## src/rtl/mux_serializer_pkg.sv

```systemverilog
// Shared types and constants for the mux_serializer slice.
// The PARITY state is always encoded so the state type is identical whether
// or not MUX_SER_PARITY_EN is defined.
package mux_ser_pkg;

  localparam int MAX_BITS = 8;

  typedef enum logic [1:0] {
    IDLE   = 2'd0,
    SHIFT  = 2'd1,
    PARITY = 2'd2
  } ser_state_t;

  // Select width needed to address n mux inputs (n is 2, 4 or 8).
  function automatic int sel_width(input int n);
    if (n <= 2) begin
      return 1;
    end else if (n <= 4) begin
      return 2;
    end else begin
      return 3;
    end
  endfunction

endpackage

```

## src/rtl/mux_serializer_if.sv

```systemverilog
// Bundle of the word handshake, the mux tree connection and the serial
// handshake. The slave modport is the serializer, the master modport is the
// surrounding logic (upstream source, mux tree, downstream sink).
interface mux_serializer_if #(
  parameter int N_BITS = 8
) ();
  import mux_ser_pkg::*;

  localparam int SEL_W = sel_width(N_BITS);

  logic              in_valid;
  logic              in_ready;
  logic [N_BITS-1:0] in_data;
  logic [N_BITS-1:0] mux_in;
  logic [SEL_W-1:0]  mux_sel;
  logic              mux_out;
  logic              ser_valid;
  logic              ser_data;
  logic              ser_last;
  logic              ser_ready;

  modport slave (
    input  in_valid, in_data, mux_out, ser_ready,
    output in_ready, mux_in, mux_sel, ser_valid, ser_data, ser_last
  );

  modport master (
    output in_valid, in_data, mux_out, ser_ready,
    input  in_ready, mux_in, mux_sel, ser_valid, ser_data, ser_last
  );

endinterface

```

## src/rtl/mux_serializer_sel_counter.sv

```systemverilog
// Select counter for the mux tree: clear has priority over enable, and the
// terminal-count flag marks the last data input of the tree.
module sel_counter
  import mux_ser_pkg::*;
#(
  parameter int N_BITS = 8,
  parameter int SEL_W  = $clog2(N_BITS)
) (
  input  logic             clk,
  input  logic             rst_n,
  input  logic             clear,
  input  logic             enable,
  output logic [SEL_W-1:0] count,
  output logic             tc
);

  localparam logic [SEL_W-1:0] LAST_SEL = SEL_W'(N_BITS - 1);
  localparam logic [SEL_W-1:0] ONE_SEL  = SEL_W'(1);

  logic [SEL_W-1:0] count_r;

  // Select register: cleared on word start/end, advanced once per beat.
  always_ff @(posedge clk or negedge rst_n) begin
    if (!rst_n) begin
      count_r <= '0;
    end else if (clear) begin
      count_r <= '0;
    end else if (enable) begin
      count_r <= count_r + ONE_SEL;
    end else begin
      count_r <= count_r;
    end
  end

  assign count = count_r;
  assign tc    = (count_r == LAST_SEL);

endmodule

```

## src/rtl/mux_serializer.sv

```systemverilog
// Parallel-to-serial stage around an external N_BITS:1 mux tree.
// Registers an accepted word onto the tree data inputs, steps the tree select
// from 0 to N_BITS-1 and forwards the tree output as a serial stream with
// valid/ready/last. Bit 0 is sent first.
// Optional feature: define MUX_SER_PARITY_EN to append an even-parity beat
// after the data beats of every word.
module mux_serializer
  import mux_ser_pkg::*;
#(
  parameter int N_BITS = 8
) (
  input  logic            clk,
  input  logic            rst_n,
  mux_serializer_if.slave bus
);

  localparam int SEL_W = $clog2(N_BITS);

  ser_state_t        state;
  logic              in_ready_r;
  logic              ser_valid_r;
  logic [N_BITS-1:0] word_r;
`ifdef MUX_SER_PARITY_EN
  logic              parity_r;
`endif

  logic              accept_s;
  logic              beat_s;
  logic              tc_s;
  logic              clear_s;
  logic              enable_s;
  logic              last_s;
  logic              data_s;
  logic [SEL_W-1:0]  sel_s;

  assign accept_s = bus.in_valid & in_ready_r;
  assign beat_s   = ser_valid_r & bus.ser_ready;

  // Counter control and serial data/last selection for the current state.
  always_comb begin
    clear_s  = 1'b0;
    enable_s = 1'b0;
    last_s   = 1'b0;
    data_s   = 1'b0;
`ifdef MUX_SER_PARITY_EN
    if (state == PARITY) begin
      clear_s  = beat_s;
      enable_s = 1'b0;
      last_s   = ser_valid_r;
      data_s   = ser_valid_r & parity_r;
    end else begin
      clear_s  = accept_s;
      enable_s = beat_s & ~tc_s;
      last_s   = 1'b0;
      data_s   = ser_valid_r & bus.mux_out;
    end
`else
    clear_s  = accept_s | (beat_s & tc_s);
    enable_s = beat_s & ~tc_s;
    last_s   = ser_valid_r & tc_s;
    data_s   = ser_valid_r & bus.mux_out;
`endif
  end

  // Word-level FSM with registered handshake outputs and the held word.
  always_ff @(posedge clk or negedge rst_n) begin
    if (!rst_n) begin
      state       <= IDLE;
      word_r      <= '0;
      in_ready_r  <= 1'b1;
      ser_valid_r <= 1'b0;
`ifdef MUX_SER_PARITY_EN
      parity_r    <= 1'b0;
`endif
    end else begin
      case (state)
        IDLE: begin
          if (accept_s) begin
            state       <= SHIFT;
            word_r      <= bus.in_data;
            in_ready_r  <= 1'b0;
            ser_valid_r <= 1'b1;
`ifdef MUX_SER_PARITY_EN
            parity_r    <= ^bus.in_data;
`endif
          end else begin
            state <= IDLE;
          end
        end
        SHIFT: begin
          if (beat_s && tc_s) begin
`ifdef MUX_SER_PARITY_EN
            state       <= PARITY;
`else
            state       <= IDLE;
            in_ready_r  <= 1'b1;
            ser_valid_r <= 1'b0;
`endif
          end else begin
            state <= SHIFT;
          end
        end
        PARITY: begin
`ifdef MUX_SER_PARITY_EN
          if (beat_s) begin
            state       <= IDLE;
            in_ready_r  <= 1'b1;
            ser_valid_r <= 1'b0;
          end else begin
            state <= PARITY;
          end
`else
          // Unreachable without the parity beat; recover to idle.
          state       <= IDLE;
          in_ready_r  <= 1'b1;
          ser_valid_r <= 1'b0;
`endif
        end
        default: begin
          state       <= IDLE;
          in_ready_r  <= 1'b1;
          ser_valid_r <= 1'b0;
        end
      endcase
    end
  end

  sel_counter #(
    .N_BITS (N_BITS),
    .SEL_W  (SEL_W)
  ) u_sel_counter (
    .clk    (clk),
    .rst_n  (rst_n),
    .clear  (clear_s),
    .enable (enable_s),
    .count  (sel_s),
    .tc     (tc_s)
  );

  assign bus.in_ready  = in_ready_r;
  assign bus.ser_valid = ser_valid_r;
  assign bus.ser_last  = last_s;
  assign bus.ser_data  = data_s;
  assign bus.mux_in    = word_r;
  assign bus.mux_sel   = sel_s;

endmodule

```

## src/flat_wrapper.sv

```systemverilog
// flat-port wrapper written by rule: the top's interface ports become plain ports
module mux_serializer_flat import mux_ser_pkg::*;
#(
  parameter int N_BITS = 8
)
  (clk, rst_n, bus_in_valid, bus_in_data, bus_mux_out, bus_ser_ready, bus_in_ready, bus_mux_in, bus_mux_sel, bus_ser_valid, bus_ser_data, bus_ser_last);
  mux_serializer_if #(.N_BITS(N_BITS)) bus_i ();
  input  logic clk;
  input  logic rst_n;
  input wire logic [$bits(bus_i.in_valid)-1:0] bus_in_valid;
  input wire logic [$bits(bus_i.in_data)-1:0] bus_in_data;
  input wire logic [$bits(bus_i.mux_out)-1:0] bus_mux_out;
  input wire logic [$bits(bus_i.ser_ready)-1:0] bus_ser_ready;
  output wire logic [$bits(bus_i.in_ready)-1:0] bus_in_ready;
  output wire logic [$bits(bus_i.mux_in)-1:0] bus_mux_in;
  output wire logic [$bits(bus_i.mux_sel)-1:0] bus_mux_sel;
  output wire logic [$bits(bus_i.ser_valid)-1:0] bus_ser_valid;
  output wire logic [$bits(bus_i.ser_data)-1:0] bus_ser_data;
  output wire logic [$bits(bus_i.ser_last)-1:0] bus_ser_last;
  assign bus_i.in_valid = bus_in_valid;
  assign bus_i.in_data = bus_in_data;
  assign bus_i.mux_out = bus_mux_out;
  assign bus_i.ser_ready = bus_ser_ready;
  assign bus_in_ready = bus_i.in_ready;
  assign bus_mux_in = bus_i.mux_in;
  assign bus_mux_sel = bus_i.mux_sel;
  assign bus_ser_valid = bus_i.ser_valid;
  assign bus_ser_data = bus_i.ser_data;
  assign bus_ser_last = bus_i.ser_last;
  mux_serializer #(.N_BITS(N_BITS)) u_core (.clk(clk), .rst_n(rst_n), .bus(bus_i));
endmodule
```

## config.mk

```make
export PLATFORM = sky130hd
export DESIGN_NAME = mux_serializer_flat
export DESIGN_NICKNAME = d
export VERILOG_FILES = /design/src/rtl/mux_serializer_pkg.sv /design/src/rtl/mux_serializer_if.sv /design/src/rtl/mux_serializer_sel_counter.sv /design/src/rtl/mux_serializer.sv /design/src/flat_wrapper.sv
export SDC_FILE = /design/constraint.sdc
export NUM_CORES = 1
export LEC_CHECK = 0
export BUFFER_PORTS_ARGS = -buffer_cell sky130_fd_sc_hd__buf_2
export CORE_UTILIZATION = 47
export CTS_BUF_LIST = sky130_fd_sc_hd__clkbuf_8 sky130_fd_sc_hd__clkbuf_16
export DETAILED_ROUTE_END_ITERATION = 12
export PLACE_DENSITY = 0.87
export SYNTH_ARGS = -nofsm -noshare
export SYNTH_HDL_FRONTEND = slang
export SYNTH_SLANG_ARGS = --single-unit
export TNS_END_PERCENT = 5
```

## constraint.sdc

```tcl
create_clock -name clk -period 3.6 [get_ports clk]
set_input_delay 0.54 -clock clk [delete_from_list [all_inputs] [get_ports clk]]
set_output_delay 0.54 -clock clk [all_outputs]
set_load 0.02 [all_outputs]
```

# Yosys cells after proc, flatten, opt, wreduce, memory -nomap -nowiden
# Cells that the tools add are included.
# totals
reg_bits,15
in_bits,13
wordCells,34
# classes
add_sub_neg,1
eq_ne,4
n_mux,11
n_bitwise,8
n_reduce_logical,5
# op_table
cell,count
1-bit bitwise AND,6
1-bit two-way mux,6
3-bit two-way mux,2
2-bit by 1-bit != test with 1-bit output (second input constant),2
1-bit one-hot mux with 2 select lines,2
2-bit one-hot mux with 2 select lines,1
2-bit AND reduction,2
3-bit by 1-bit adder with 3-bit output (second input constant),1
3-bit == test (second input constant),1
2-bit by 1-bit == test with 1-bit output (second input constant),1
2-bit logical NOT,1
2-bit nonzero test,1
1-bit logical AND,1
1-bit inverter,1
1-bit OR,1

# Logic depth before layout (Yosys ltp)
# depth
word_depth,5
mapped_depth,4

# Hierarchy
# Synthesis repeated with hierarchy kept, for this count alone.
# unflattened
cells_unflattened,45
hier_area_um2,604.3
# by_module_without_submodules
mod,n_inst,cells_per_inst,area_per_inst_um2,seq_area_each_um2
mux_serializer,1,34,464.2,276.5
sel_counter,1,11,140.1,75.1

# Least setup slack after synthesis
# Ideal clock, no wire load.
# synth_path
path_kind,register -> output
from,"reg u_core.u_sel_counter.count_r[0], in the netlist u_core.u_sel_counter.count[0]"
to,out bus_ser_last
t_arrival_ps,1122
setup_slack_ps,1938
stages_incl_launch_ff,4
n_path_buf,0
path_cell_list,dfrtp_1 -> ha_1 -> ha_1 -> and2_1
# synth_between
elab_chain_len,2
# synth_lines
item,line,source
from (decl),mux_serializer_sel_counter.sv:20,logic [SEL_W-1:0] count_r;
from (signal assigned),mux_serializer_sel_counter.sv:29,count_r <= count_r + ONE_SEL;
from (signal assigned),mux_serializer_sel_counter.sv:31,count_r <= count_r;
3-bit == test,mux_serializer_sel_counter.sv:36,assign tc = (count_r == LAST_SEL);
1-bit bitwise AND,mux_serializer.sv:60,last_s = ser_valid_r & tc_s;
to (decl),flat_wrapper.sv:19,output wire logic [$bits(bus_i.ser_last)-1:0] bus_ser_last;
# No other way between the ends.

# Final worst setup path
# Same ends and word-level chain as after synthesis.

==> out/metrics.csv <==
stage,metric,value,unit
placed_design,port buffer count,27,
synthesis,Cells after Synth,47,
sta,RSZ-0062 raised after global routing,no,
clocking,CTS tree,done,
setup_path,Crit. End Element,output pin,
setup_path,r2r setup slk,2.31,ns
setup_path,R2R depth,4,
sta,Worst Max-Slew Pin Slew,0.306,ns
sta,final hold vios,0,
hold_path,Hold WC Path Type,in -> async,
setup_path,capture point of the worst reg-to-reg path,u_core.state[0],
floorplan,initial core utilization,53.7,%
sta,setup TNS,0,ns
power_and_ir_drop,post-layout total power,0.000316,W
synthesis,post-synth cell types,20,
sta,Max Clock Skew,0.000356,ns
finish,Finished Core Util,70.5,%
sta,Worst slew margin,79.6,%
synthesis,syn avg cell area,13.6,um2
synthesis,post-synthesis sequential area ratio,55.2,%
global_route,first-pass GRT wire length,1.76,mm
clocking,CTS Hold Bufs,0,
floorplan,core area,1190,um2
synthesis,Post-synth EDFFs,0,
placed_design,Detailed Place HPWL,892,um
clocking,post-CTS sizing,0,
setup_path,CP Data Required Time,3.06,ns
floorplan,width of the chip,38.8,um
drt,Routed WL,1.10,mm
clocking,Worst-Skew Late Latency,0.24,ns
drt,vias,483,
power_and_ir_drop,leakage power,0.496,nW
clocking,Sink Count,14,
finish,share of cells above drive strength 1,59.2,%
sta,Final setup viols,0,
finish,P&R area growth vs syn,31.2,%
clocking,Max Root-Sink Buffers,2,
clocking,clock root cell,clkbuf_8,
power_and_ir_drop,pwr dens,379,nW/um2
drt,WL/cell,12.3,um
global_route,vias in the first global route,409,
synthesis,Synthesized Nets,62,
synthesis,warnings from Yosys,0,
global_route,initial antenna violation count,0,
finish,Antenna Cells,0,
floorplan,number of I/O pins,28,
clocking,TritonCTS Buffers,3,
sta,fmax,515,MHz
synthesis,Mapped Area,637,um2
power_and_ir_drop,Max VDD drop,372,uV
power_and_ir_drop,Seq pwr share,49.8,%
placed_design,DP Cell Count,86,
clocking,setup bufs post-CTS,0,
clocking,"Clk pin slew, worst setup/hold paths",0.06,ns
setup_path,type of origin of the critical path,register,
power_and_ir_drop,internal power,0.000259,W
setup_path,worst-path fanout max,7,
power_and_ir_drop,Sw Pwr,0.0000576,W
sta,final worst path period need,1.94,ns
global_route,GR Overflow Total,0,
sta,count of pins over their slew limit,0,
outcome,status,finished clean,
drt,Detailed Routing Iterations Pass 1,4,
finish,"non-filler cells, final",90,
setup_path,crit path kind,reg -> out,
drt,DRC,0,
drt,initial DRC count,3,
floorplan,row count,12,
clocking,H-tree Lvls,1,
global_route,largest net degree at the start of global routing,15,
floorplan,Die Y,38.8,um
global_route,GRT Total Usage,17.7,%
run,number of max-cap violations,0,
power_and_ir_drop,Clock power frac,46.9,%
sta,final period utilization,53.9,%
floorplan,Die ar.,1510,um2
drt,Via density,5.37,
drt,post-route antenna net violation count,0,
synthesis,asr flop ratio synth,100,%
finish,Final nets,92,
synthesis,#FFs+latches synth,14,
setup_path,FF-to-FF Start,u_core.u_sel_counter.count[0],
power_and_ir_drop,Switching Share,18.2,%
synthesis,ys flop type,dfrtp_1,
placed_design,Final GP Congestion,0.719,
setup_path,Crit path arrival time,1.40,ns
power_and_ir_drop,Comb pwr share,3.3,%
[kinds of logic after synthesis]
logic type / count (synthesis) / share of synthesized area (%)
AO/OA/AOI/OAI: 10 / 11.0
AND/OR/NAND/NOR: 10 / 13.8
multiplexers: 8 / 14.1
flip-flops: 14 / 55.2
buffers and inverters: 3 / 1.96
adder cells (fa/ha/maj): 2 / 3.93
[worst max-delay path, stage by stage, from the launching register on]
cell and delay [ns]:
dfrtp_1 0.40, ha_1 0.20, ha_1 0.24, and2_1 0.17
buf_2 0.15
[cell usage after synthesis (all sizes together) (2+ instances only)]
library cell  number  area share (%)
dfrtp             13              51
mux2               8              14
a21oi              4             3.1
a21bo              3             4.7
and2               3             3.1
ha                 2             3.9
nand4b             2             2.8
[worst max path at each step]
stage / depth (start not counted) / start / to
after global placement: 4 / u_core.u_sel_counter.count[0] / bus_ser_last
after CTS: 4 / u_core.u_sel_counter.count[0] / bus_ser_last
final: 4 / u_core.u_sel_counter.count[0] / bus_ser_last
after detailed placement: 4 / u_core.u_sel_counter.count[0] / bus_ser_last
after global routing: 4 / u_core.u_sel_counter.count[0] / bus_ser_last
after floorplan: 3 / u_core.u_sel_counter.count[0] / bus_ser_last
[power by group through the flow]
stage               Sequential [W]  Clock (W)  Combinational [W]
floorplan                 0.000160          0         0.00000132
global placement          0.000160          0          0.0000103
detailed placement        0.000160          0          0.0000109
CTS                       0.000157   0.000152          0.0000109
global route              0.000157   0.000162          0.0000118
finish                    0.000157   0.000148          0.0000105
[metal layers]
metal | wire (um) | track usage, %
met5 | 0 | 0
met4 | 0 | 2.59
met3 | 54 | 5.20
met2 | 566 | 32.1
met1 | 483 | 20.8
[registers in the layout, summed over array words and instances, names as in the netlist]
| name | flops |
|---|---|
| u_core.bus.ser_valid | 1 |
| u_core.state | 1 |
| u_core.bus.in_ready | 1 |
| u_core.u_sel_counter.count | 3 |
| u_core.bus.mux_in | 8 |
[cells in the final DEF (no fill, tap or decap), types with 2 or more instances in the layout]
master,count
buf_2,27
dfrtp_1,13
mux2_2,8
a21oi_1,4
clkbuf_8,4
a21bo_2,3
and2_1,2
nand4b_1,2
ha_1,2
[through the flow]
| step | instance area, um2 | hold WS [ns] | worst slack, ns |
|---|---|---|---|
| after floorplan | 637 | 0.244 | 1.94 |
| after global placement | 781 | 0.445 | 1.95 |
| after detailed placement | 781 | 0.450 | 1.92 |
| after CTS | 836 | 0.193 | 1.65 |
| after global routing | 836 | 0.196 | 1.58 |
| final | 836 | 0.182 | 1.66 |
[layout make-up]
cell class	instances	area, um2
multi-input combinational	30	273
inverter	1	3.75
tap	14	17.5
fill	85	350
timing repair buffer	27	135
sequential	14	352
clock buffer	4	55.1
Power figures use the tool's default switching activity.
